[config.mk]
export PLATFORM = sky130hd
export DESIGN_NAME = truth_table_sweeper
export DESIGN_NICKNAME = d
export VERILOG_FILES = /design/src/rtl/truth_table_sweeper.sv
export SDC_FILE = /design/constraint.sdc
export NUM_CORES = 1
export LEC_CHECK = 0
export CAP_MARGIN = 15
export CORE_UTILIZATION = 35
export CTS_CLUSTER_SIZE = 28
export DETAILED_ROUTE_END_ITERATION = 7
export DONT_BUFFER_PORTS = 1
export HOLD_SLACK_MARGIN = 0.15
export PLACE_DENSITY = 0.6
export SYNTH_ARGS = -nofsm -noshare
export SYNTH_HDL_FRONTEND = slang
export SYNTH_SLANG_ARGS = --single-unit
[constraint.sdc]
create_clock -name clk -period 2.7 [get_ports clk]
set_clock_uncertainty 0.15 [all_clocks]
set_input_delay 0 -clock clk [delete_from_list [all_inputs] [get_ports clk]]
set_output_delay 0 -clock clk [all_outputs]
set_load 0.005 [all_outputs]
[src/rtl/truth_table_sweeper.sv]
// Clocked truth-table sweeper: walks every minterm, samples normal/reduced outputs, scores disagreements.
// Optional: TRUTH_TABLE_SWEEPER_STOP_ON_FAIL_EN ends the sweep at the first mismatching minterm.
module truth_table_sweeper #(
  parameter int N_VARS = 4,
  parameter int SETTLE = 0
) (
  input  logic                   clk,
  input  logic                   rst,
  input  logic                   start,
  input  logic                   s_normal,
  input  logic                   s_reduced,
  output logic [N_VARS-1:0]      vars,
  output logic [N_VARS-1:0]      index,
  output logic                   busy,
  output logic                   done,
  output logic                   pass,
  output logic [N_VARS:0]        mismatch_count,
  output logic [N_VARS-1:0]      first_fail,
  output logic                   first_fail_valid,
  output logic [2**N_VARS-1:0]   table_normal
);

  typedef enum logic [1:0] {ST_IDLE, ST_SETTLE, ST_SAMPLE, ST_DONE} state_t;

  localparam logic [3:0]        SETTLE_LD = 4'(SETTLE);
  localparam logic [N_VARS-1:0] LAST_V    = '1;
  localparam logic [N_VARS-1:0] ONE_V     = 1;
  localparam logic [N_VARS:0]   ONE_C     = 1;
  localparam state_t            FIRST_ST  = (SETTLE > 0) ? ST_SETTLE : ST_SAMPLE;

  state_t                 state, state_nx;
  logic [3:0]             cnt, cnt_nx;
  logic [N_VARS-1:0]      vars_nx, ff_nx;
  logic                   busy_nx, done_nx, pass_nx, ffv_nx;
  logic [N_VARS:0]        mc_nx;
  logic [2**N_VARS-1:0]   tab_nx;
  logic                   miss, stop;

  // Case-inequality so an X/Z on either function output scores as a mismatch.
  assign miss  = (s_normal !== s_reduced);
  assign index = vars;

  always_ff @(posedge clk) begin
    if (rst) begin
      state            <= ST_IDLE;
      cnt              <= '0;
      vars             <= '0;
      busy             <= 1'b0;
      done             <= 1'b0;
      pass             <= 1'b0;
      mismatch_count   <= '0;
      first_fail       <= '0;
      first_fail_valid <= 1'b0;
      table_normal     <= '0;
    end else begin
      state            <= state_nx;
      cnt              <= cnt_nx;
      vars             <= vars_nx;
      busy             <= busy_nx;
      done             <= done_nx;
      pass             <= pass_nx;
      mismatch_count   <= mc_nx;
      first_fail       <= ff_nx;
      first_fail_valid <= ffv_nx;
      table_normal     <= tab_nx;
    end
  end

  always_comb begin
    state_nx = state;
    cnt_nx   = cnt;
    vars_nx  = vars;
    busy_nx  = busy;
    done_nx  = done;
    pass_nx  = pass;
    mc_nx    = mismatch_count;
    ff_nx    = first_fail;
    ffv_nx   = first_fail_valid;
    tab_nx   = table_normal;
    stop     = 1'b0;
    case (state)
      ST_IDLE, ST_DONE: begin
        if (start) begin
          mc_nx    = '0;
          ff_nx    = '0;
          ffv_nx   = 1'b0;
          tab_nx   = '0;
          done_nx  = 1'b0;
          pass_nx  = 1'b0;
          vars_nx  = '0;
          cnt_nx   = SETTLE_LD;
          busy_nx  = 1'b1;
          state_nx = FIRST_ST;
        end
      end
      ST_SETTLE: begin
        cnt_nx = cnt - 4'd1;
        if (cnt <= 4'd1) state_nx = ST_SAMPLE;
      end
      ST_SAMPLE: begin
        tab_nx[vars] = s_normal;
        if (miss) begin
          mc_nx = mismatch_count + ONE_C;
          if (!first_fail_valid) begin
            ff_nx  = vars;
            ffv_nx = 1'b1;
          end
        end
`ifdef TRUTH_TABLE_SWEEPER_STOP_ON_FAIL_EN
        stop = (vars == LAST_V) || miss;
`else
        stop = (vars == LAST_V);
`endif
        if (stop) begin
          state_nx = ST_DONE;
          busy_nx  = 1'b0;
          done_nx  = 1'b1;
          pass_nx  = (mc_nx == '0);
        end else begin
          vars_nx  = vars + ONE_V;
          cnt_nx   = SETTLE_LD;
          state_nx = FIRST_ST;
        end
      end
      default: state_nx = ST_IDLE;
    endcase
  end

endmodule

Yosys cells after proc, flatten, opt, wreduce, memory -nomap -nowiden
Cells that the tools add are included.
{"block": "totals", "regBits": 39, "out_inout_bits": 37}
{"block": "op_classes", "add_sub_neg": 3, "n_lt_le_gt_ge": 3, "eq_ne": 11, "n_mux": 31, "n_reduce_logical": 12}
{"cell": "$pmux W16 S2", "count": 1}
{"cell": "$mux W4", "count": 5}
{"cell": "$bwmux W16", "count": 1}
{"cell": "$mux W16", "count": 1}
{"cell": "$pmux W4 S2", "count": 2}
{"cell": "$mux W5", "count": 3}
{"cell": "$ne A2 B2 Y1 const B", "count": 6}
{"cell": "$pmux W4 S3", "count": 1}
{"cell": "$pmux W5 S2", "count": 1}
{"cell": "$reduce_and A3 Y1", "count": 3}
{"cell": "$mux W1", "count": 8}
{"cell": "$pmux W1 S2", "count": 4}
{"cell": "$pmux W2 S3", "count": 1}
{"cell": "$reduce_and A2 Y1", "count": 3}
{"cell": "$add A5 B1 Y5 const B", "count": 1}
{"cell": "$logic_not A5 Y1", "count": 1}
{"cell": "$lt A4 B5 Y1 const B", "count": 1}
{"cell": "$add A4 B1 Y4 const B", "count": 1}
{"cell": "$demux W1 S4", "count": 1}
{"cell": "$eq A2 B2 Y1 const B", "count": 2}
{"cell": "$eq A4 B4 Y1 const B", "count": 1}
{"cell": "$ge A4 B1 Y1 const B", "count": 1}
{"cell": "$le A4 B1 Y1 const B", "count": 1}
{"cell": "$mux W2", "count": 2}
{"cell": "8 further kinds", "count": 8}

Logic depth before layout (Yosys ltp)
Gate-level depths: netlist of run 1.
{"block": "depth", "word_depth": 6, "depth_mapped": 8, "depth_no_buf": 6}

Worst setup path before layout of run 1
OpenSTA, ideal clock, no wires.
{"block": "synth_path", "path_type": "register -> register", "startpoint": "reg state[0]", "endpoint": "reg table_normal[10]", "t_arrival_ns": 1.749, "required_ns": 2.485, "slack_ns": 0.736, "stages_incl_launch_ff": 9, "synth_period_minus_slack_ns": 1.964, "cell_sequence": "dfxtp_1 > inv_1 > ha_1 > buf_2 > mux2_2 > buf_2 > nand3_1 > mux2_2 > nor2_1"}
{"block": "synth_between", "elab_chain_len": 4, "word_cells_on_any_way": 8, "classes_between": "eq/ne (3); mux (1); reduce/logical (4)"}
{"item": "start: declaration", "line": "31", "text": "state_t state, state_nx;"}
{"item": "start signal: assignment", "line": "56", "text": "state <= state_nx;"}
{"item": "$eq A2 B2 Y1 / $logic_not A2 Y1 (equally long branches)", "line": "81", "text": "case (state)"}
{"item": "$reduce_or A2 Y1", "line": "81"}
{"item": "$ne A2 B2 Y1 (no line) / $reduce_bool A2 Y1 (equally long branches)"}
{"item": "$reduce_and A2 Y1 (no line)"}
{"item": "end signal: assignment", "line": "65", "text": "table_normal <= tab_nx;"}
{"item": "end: declaration", "line": "20", "text": "output logic [2**N_VARS-1:0] table_normal"}
Several ways; a longest one is shown, not always the timed one.
A chain may end at the register's enable or synchronous reset.

Worst setup path in the final report of run 1
{"block": "layout_path", "startpoint": "reg state[0]", "endpoint": "reg mismatch_count[0]"}
{"block": "layout_between", "elab_chain_len": 4, "word_cells_on_any_way": 8, "classes_between": "eq/ne (3); mux (1); reduce/logical (4)"}
{"item": "$eq A2 B2 Y1 / $logic_not A2 Y1 (equally long branches)", "line": "81"}
{"item": "$reduce_or A2 Y1", "line": "81"}
{"item": "$ne A2 B2 Y1 (no line) / $reduce_bool A2 Y1 (equally long branches)"}
{"item": "$reduce_and A2 Y1 (no line)"}
{"item": "end signal: assignment", "line": "62", "text": "mismatch_count <= mc_nx;"}
{"item": "end: declaration", "line": "17", "text": "output logic [N_VARS:0] mismatch_count,"}
Several ways; a longest one is shown, not always the timed one.

==> run summary, run 1 <==
outcome = finished clean
wirelength, routed = 4.83 mm
Routed WL per cell = 15.1 um
WP data required = 2.79 ns
post-synthesis sequential area ratio = 38.2%
Pwr per Cell Area = 490 nW/um2
Post-DP HPWL = 3.34 mm
Die Span X = 78.4 um
DR iter-0 viols = 98
Die ar. = 6150 um2
achievable frequency = 398 MHz
sw frac = 26.8%
worst slew pin tran = 0.675 ns
Max Cap Viol = 0
Via Count = 1,738
first-pass GRT wire length = 8.07 mm
number of register bits inferred by synthesis = 39
DR vias/cell = 5.43
synth cell count leaders = dfxtp_1, nand2_1, nor2_1
placed cell area = 2070 um2
Flop pwr share = 53.8%
CP max FO = 12
antenna-violating nets left = 0
# rows = 27
switching power = 0.000298 W
TritonRoute pass-1 iters = 4
Pleak = 0.752 nW
Residual DRC = 0
Final min period = 2.51 ns
I/O pin cnt = 42
Peak VDD IR = 0.272 mV
DIE HEIGHT = 78.4 um
max-slew violation count = 0
unrepaired setup endpoints after global routing = false
final period utilization = 93.1%
Hold Path Class = in2reg
type of origin of the critical path = flop
Syn Nets = 260
Ys Warns = 0
internal cell power = 0.000811 W
Avg Inst Size Synth = 8.31 um2
Setup TNS = 0 ns
antenna violations before repair = 0
Yosys cell types = 43
top-area cell type share of the netlist area = 38.2%
combinational share of power = 11.4%
Num CTS Buffers = 5
vias in the first global route = 1,682
largest area contributor in the netlist = dfxtp_1
routability cong. = 0.801
clock root buffer = clkbuf_8
core area = 5570 um2
TritonCTS Sinks = 39
Area Overhead vs Synth = 10.7%
post-synthesis cell count = 246
Final setup violation count = 0
share of layout cells above drive strength 1 = 11.3%
Post-Syn Area = 2040 um2
Synth area leaders = dfxtp_1, mux2_2, ha_1, a21oi_1, nand2_1
WP data arrival = 2.61 ns
Crit Path Category = reg2reg
count leader, synth = dfxtp_1
H-tree depth = 2
top_reg_cell synth = dfxtp_1
endpoint class of the critical path = flop
Max-slew headroom = 54.6%
fillers = 552
clock share of power = 34.8%
EDFF count, synth = 0
fin area = 2260 um2
Final nets = 261
initial core utilization = 36.7%
# port buffers = 0
Max Root-Sink Buffers = 2
later-pin clock latency in the skew report = 0.29 ns
TritonCTS clock tree = built
Final Util = 40.6%
Antenna diodes = 0
grt ovf = 0
Fin. Hold Viols = 0
setup repair bufs after CTS = 0
global-route usage over all layers = 16.8%
CTS clock-pin slew for the worst setup and hold paths = 0.08 ns
post-synthesis async set-or-reset flop share = 0%
largest net degree at the start of global routing = 38
-- layout make-up --
type	count	area, um2	share of cell area [%]
inverter	10	37.5	1.66
clock inverter	2	12.5	0.553
sequential	39	781	34.5
clock buffer	6	72.6	3.21
timing repair buffer	11	113	4.98
multi-input combinational	180	1160	51.1
tap	72	90.1	3.98
-- critical path, cell delays in order, from the launching register on --
cell and delay [ns]:
dfxtp_1 0.34, inv_1 0.07, ha_2 0.41, mux2i_4 0.30, buf_4 0.22, a31oi_1 0.07, mux2_2 0.29, nor2_1 0.08
dlygate4sd3_1 0.54
-- path summary, 6_finish.rpt --
path	start	endpoint	slack, ns	cells after the start
worst max register to register	state[0]	mismatch_count[0]	0.19	8
worst min register to register	cnt[3]	cnt[3]	0.35	2
worst min-delay path	s_normal	table_normal[15]	0.26	3
worst max-delay path	state[0]	mismatch_count[0]	0.19	8
-- stage by stage --
step           hold slack, ns  worst slack [ns]  total power, W  instances
2_1_floorplan        -0.00249             0.736        0.000694        246
3_3_place_gp          -0.0767             0.681        0.000710        304
3_5_place_dp          -0.0754             0.625        0.000711        304
4_1_cts                 0.238            0.0672         0.00112        320
5_1_grt                 0.260            0.0523         0.00116        320
6_report                0.262             0.186         0.00111        320
-- what timing repair did --
action | 4_1_cts | 5_1_grt
hold endpoints to repair | 39 | 0
endpoints found under the setup margin | 0 | 2
hold buffers | 8 | 0
resized for setup | 0 | 3
-- kinds of logic after synthesis --
logic type	after synthesis	synth area share (%)
AND/OR/NAND/NOR	102	24.8
AO/OA/AOI/OAI	50	15.7
flip-flops	39	38.2
buffers and inverters	27	5.94
multiplexers	15	8.20
adder cells (fa/ha/maj)	9	5.51
XOR/XNOR	4	1.71
-- sequential cells by signal, summed over array words and instances (netlist names) --
signal / cells
done: 1
busy: 1
state: 2
table_normal: 16
pass: 1
cnt: 4
first_fail: 4
mismatch_count: 5
first_fail_valid: 1
index: 4
-- power groups by stage --
stage / clock network, W / registers, W / logic, W
6_report: 0.000385 / 0.000596 / 0.000127
5_1_grt: 0.000426 / 0.000598 / 0.000141
4_1_cts: 0.000399 / 0.000596 / 0.000123
3_5_place_dp: 0 / 0.000610 / 0.000101
3_3_place_gp: 0 / 0.000609 / 0.000100
2_1_floorplan: 0 / 0.000605 / 0.0000893
-- per-layer routing --
| metal | vias to the layer above | share of wire, % | GRT usage [%] |
|---|---|---|---|
| li1 | 865 | - | - |
| met1 | 804 | 45 | 20.9 |
| met2 | 64 | 45 | 27.0 |
| met3 | 5 | 8.6 | 5.81 |
| met4 | 0 | 1.3 | 5.74 |
| met5 | - | 0 | 0 |
-- cell usage in the layout, fill, tap and decap left out, types with 2 or more instances in the layout --
| master | count |
|---|---|
| dlygate4sd3_1 | 7 |
| o21a_1 | 3 |
| o21ai_0 | 10 |
| nand3b_1 | 2 |
| a211oi_1 | 2 |
| xnor2_1 | 2 |
| nand2b_1 | 3 |
| nor4b_1 | 4 |
| and3_1 | 2 |
| nor3_1 | 4 |
| nor2_1 | 24 |
| o22a_1 | 2 |
| mux2_2 | 12 |
| nor2b_1 | 5 |
| nand3_1 | 19 |
| nor4_1 | 3 |
| a21oi_1 | 21 |
| nand4b_1 | 3 |
| a32o_1 | 3 |
| mux2_1 | 2 |
| buf_4 | 3 |
| xor2_1 | 2 |
| clkbuf_8 | 5 |
| ha_1 | 8 |
| inv_1 | 10 |
| dfxtp_1 | 39 |
| nand2_1 | 28 |
Note: power is estimated with default switching activity, not from simulation.
==> run 2: changes to the inputs <==
CORE_UTILIZATION = 52   (was 35)
PLACE_DENSITY = 0.78   (was 0.6)
==> run summary, run 2 (synthesized netlist as in run 1, its figures left out) <==
outcome = finished clean
Max-slew headroom = 57.1% (+2.5 points)
TritonRoute pass-1 iters = 4 (unchanged)
Via Count = 1,751 (+0.75%)
sw frac = 25.6% (-1.2 points)
Setup TNS = 0 ns (unchanged)
DIE HEIGHT = 64.7 um (-18%)
initial core utilization = 55.0% (+18 points)
clock share of power = 33.2% (-1.6 points)
Fin. Hold Viols = 0 (unchanged)
DR vias/cell = 5.96 (+9.7%)
most frequent cells in the layout = dfxtp_1, nand2_1, nor2_1
type of origin of the critical path = flop
CP max-delay cell = dlygate4sd3_1
max reg flops = 16 (unchanged)
Flop pwr share = 55.3% (+1.5 points)
Worst R2R Setup Slack = 0.30 ns (+0.11 ns)
I/O pin cnt = 42 (unchanged)
largest net degree at the start of global routing = 38 (unchanged)
Max Cap Viol = 0 (unchanged)
internal cell power = 0.000801 W (-1.2%)
Hold Path Class = in2reg
routability cong. = 0.789 (-1.4%)
achievable frequency = 417 MHz (+4.7%)
endpoint class of the critical path = flop
Post-DP HPWL = 3.01 mm (-9.8%)
Die Span X = 64.7 um (-18%)
vias in the first global route = 1,584 (-5.8%)
unrepaired setup endpoints after global routing = false
grt ovf = 0 (unchanged)
Die ar. = 4190 um2 (-32%)
Max Root-Sink Buffers = 2 (unchanged)
antenna-violating nets left = 0 (unchanged)
Reg area = 781 um2 (unchanged)
CTS clock-pin slew for the worst setup and hold paths = 0.07 ns (about the same)
worst slew pin tran = 0.638 ns (-0.0368 ns)
first-pass GRT wire length = 7.58 mm (-6.2%)
Routed WL per cell = 15.1 um (+0.31%)
Pleak = 0.753 nW (+0.24%)
# port buffers = 0 (unchanged)
WP data required = 2.79 ns (about the same)
Final nets = 261 (unchanged)
DR iter-0 viols = 173 (+77%)
Final setup violation count = 0 (unchanged)
# rows = 22 (-19%)
wirelength, routed = 4.45 mm (-7.8%)
slowest stage delay, CP = 0.55 ns (about the same)
Pwr per Cell Area = 487 nW/um2 (-0.51%)
final period utilization = 88.9% (-4.2 points)
TritonCTS clock tree = built
Num CTS Buffers = 5 (unchanged)
Crit Path Category = reg2reg
CP max FO = 12 (unchanged)
leading registers by flop count = table_normal x16, mismatch_count x5
switching power = 0.000276 W (-7.3%)
Post-Layout Cell Count = 294 (-8.1%)
multi-input logic area = 1140 um2 (-1.1%)
max-slew violation count = 0 (unchanged)
Area Overhead vs Synth = 8.14%
clock root buffer = clkbuf_8
combinational share of power = 11.5% (about the same)
H-tree depth = 2 (unchanged)
share of layout cells above drive strength 1 = 9.76% (-1.5 points)
Antenna diodes = 0 (unchanged)
most common cell after layout, fill and taps aside = dfxtp_1
Residual DRC = 0 (unchanged)
global-route usage over all layers = 23.4% (+6.6 points)
core area = 3720 um2 (-33%)
Final min period = 2.40 ns (-0.114 ns)
antenna violations before repair = 0 (unchanged)
later-pin clock latency in the skew report = 0.29 ns (about the same)
Peak VDD IR = 0.301 mV (+11%)
WP data arrival = 2.49 ns (-0.12 ns)
Post-Place Cells = 279 (-8.2%)
crit-path cells = inv_1 > ha_2 > mux2i_1 > buf_4 > nand2_1 > a21oi_1 > dlygate4sd3_1
TritonCTS Sinks = 39 (unchanged)
fillers = 349 (-37%)
Largest Register = table_normal
run 2: changes by cell type in the layout (fill, tap and decap cells not counted):
cell | before | now
mux2i_1 | 0 | 1
dlygate4sd3_1 | 7 | 8
clkinvlp_4 | 1 | 0
mux2i_4 | 1 | 0
clkinv_2 | 1 | 0
buf_4 | 3 | 2
run 2: path summary, 6_finish.rpt:
check	startpoint	endpoint	cells after the start
worst max-delay path	state[0]	mismatch_count[4]	7
worst min-delay path	start	done	5
worst max register to register	state[0]	mismatch_count[4]	7
worst min register to register	first_fail[2]	first_fail[2]	2
run 2: what timing repair did:
action	CTS	global route
hold buffers	9	0
hold endpoints to repair	39	0
resized for setup	0	1
setup buffers	0	0
setup endpoints to repair	0	1
run 2: power groups by stage:
stage | Clock, W | Sequential (W) | Combinational, W
2_1_floorplan | 0 | 0.000605 | 0.0000893
3_3_place_gp | 0 | 0.000609 | 0.0000986
3_5_place_dp | 0 | 0.000609 | 0.0000987
4_1_cts | 0.000368 | 0.000596 | 0.000122
5_1_grt | 0.000396 | 0.000597 | 0.000137
6_report | 0.000358 | 0.000596 | 0.000123
run 2: worst max-delay path: cells and delay by family (launching register included):
| kind | cells | cell delay [ns] |
|---|---|---|
| compound gates | 1 | 0.14 |
| fa+ha+maj | 1 | 0.38 |
| buf+inv | 3 | 0.87 |
| flops | 1 | 0.34 |
| mux | 1 | 0.40 |
| simple gates | 1 | 0.06 |
run 2: metrics by stage:
stage	hold WS [ns]	utilization, %	worst slack [ns]	power, W	cell area, um2
2_1_floorplan	-0.00249	-	0.736	0.000694	2040
3_3_place_gp	-0.0763	54.8	0.616	0.000707	2040
3_5_place_dp	-0.0753	54.8	0.591	0.000708	2040
4_1_cts	0.163	59.4	0.280	0.00109	2210
5_1_grt	0.200	59.5	0.137	0.00113	2210
6_report	0.163	59.5	0.299	0.00108	2210
run 2: layout make-up:
type | count | area share (%)
multi-input combinational | 180 | 51.8
sequential | 39 | 35.3
timing repair buffer | 11 | 5.21
clock buffer | 6 | 3.28
tap | 48 | 2.72
inverter | 10 | 1.70
run 2: per-layer routing:
metal | track usage [%] | up-vias | share of wire [%]
li1 | - | 863 | -
met1 | 31.3 | 815 | 44
met2 | 34.6 | 66 | 46
met3 | 6.16 | 7 | 7.3
met4 | 11.1 | 0 | 1.8
met5 | 0 | - | 0
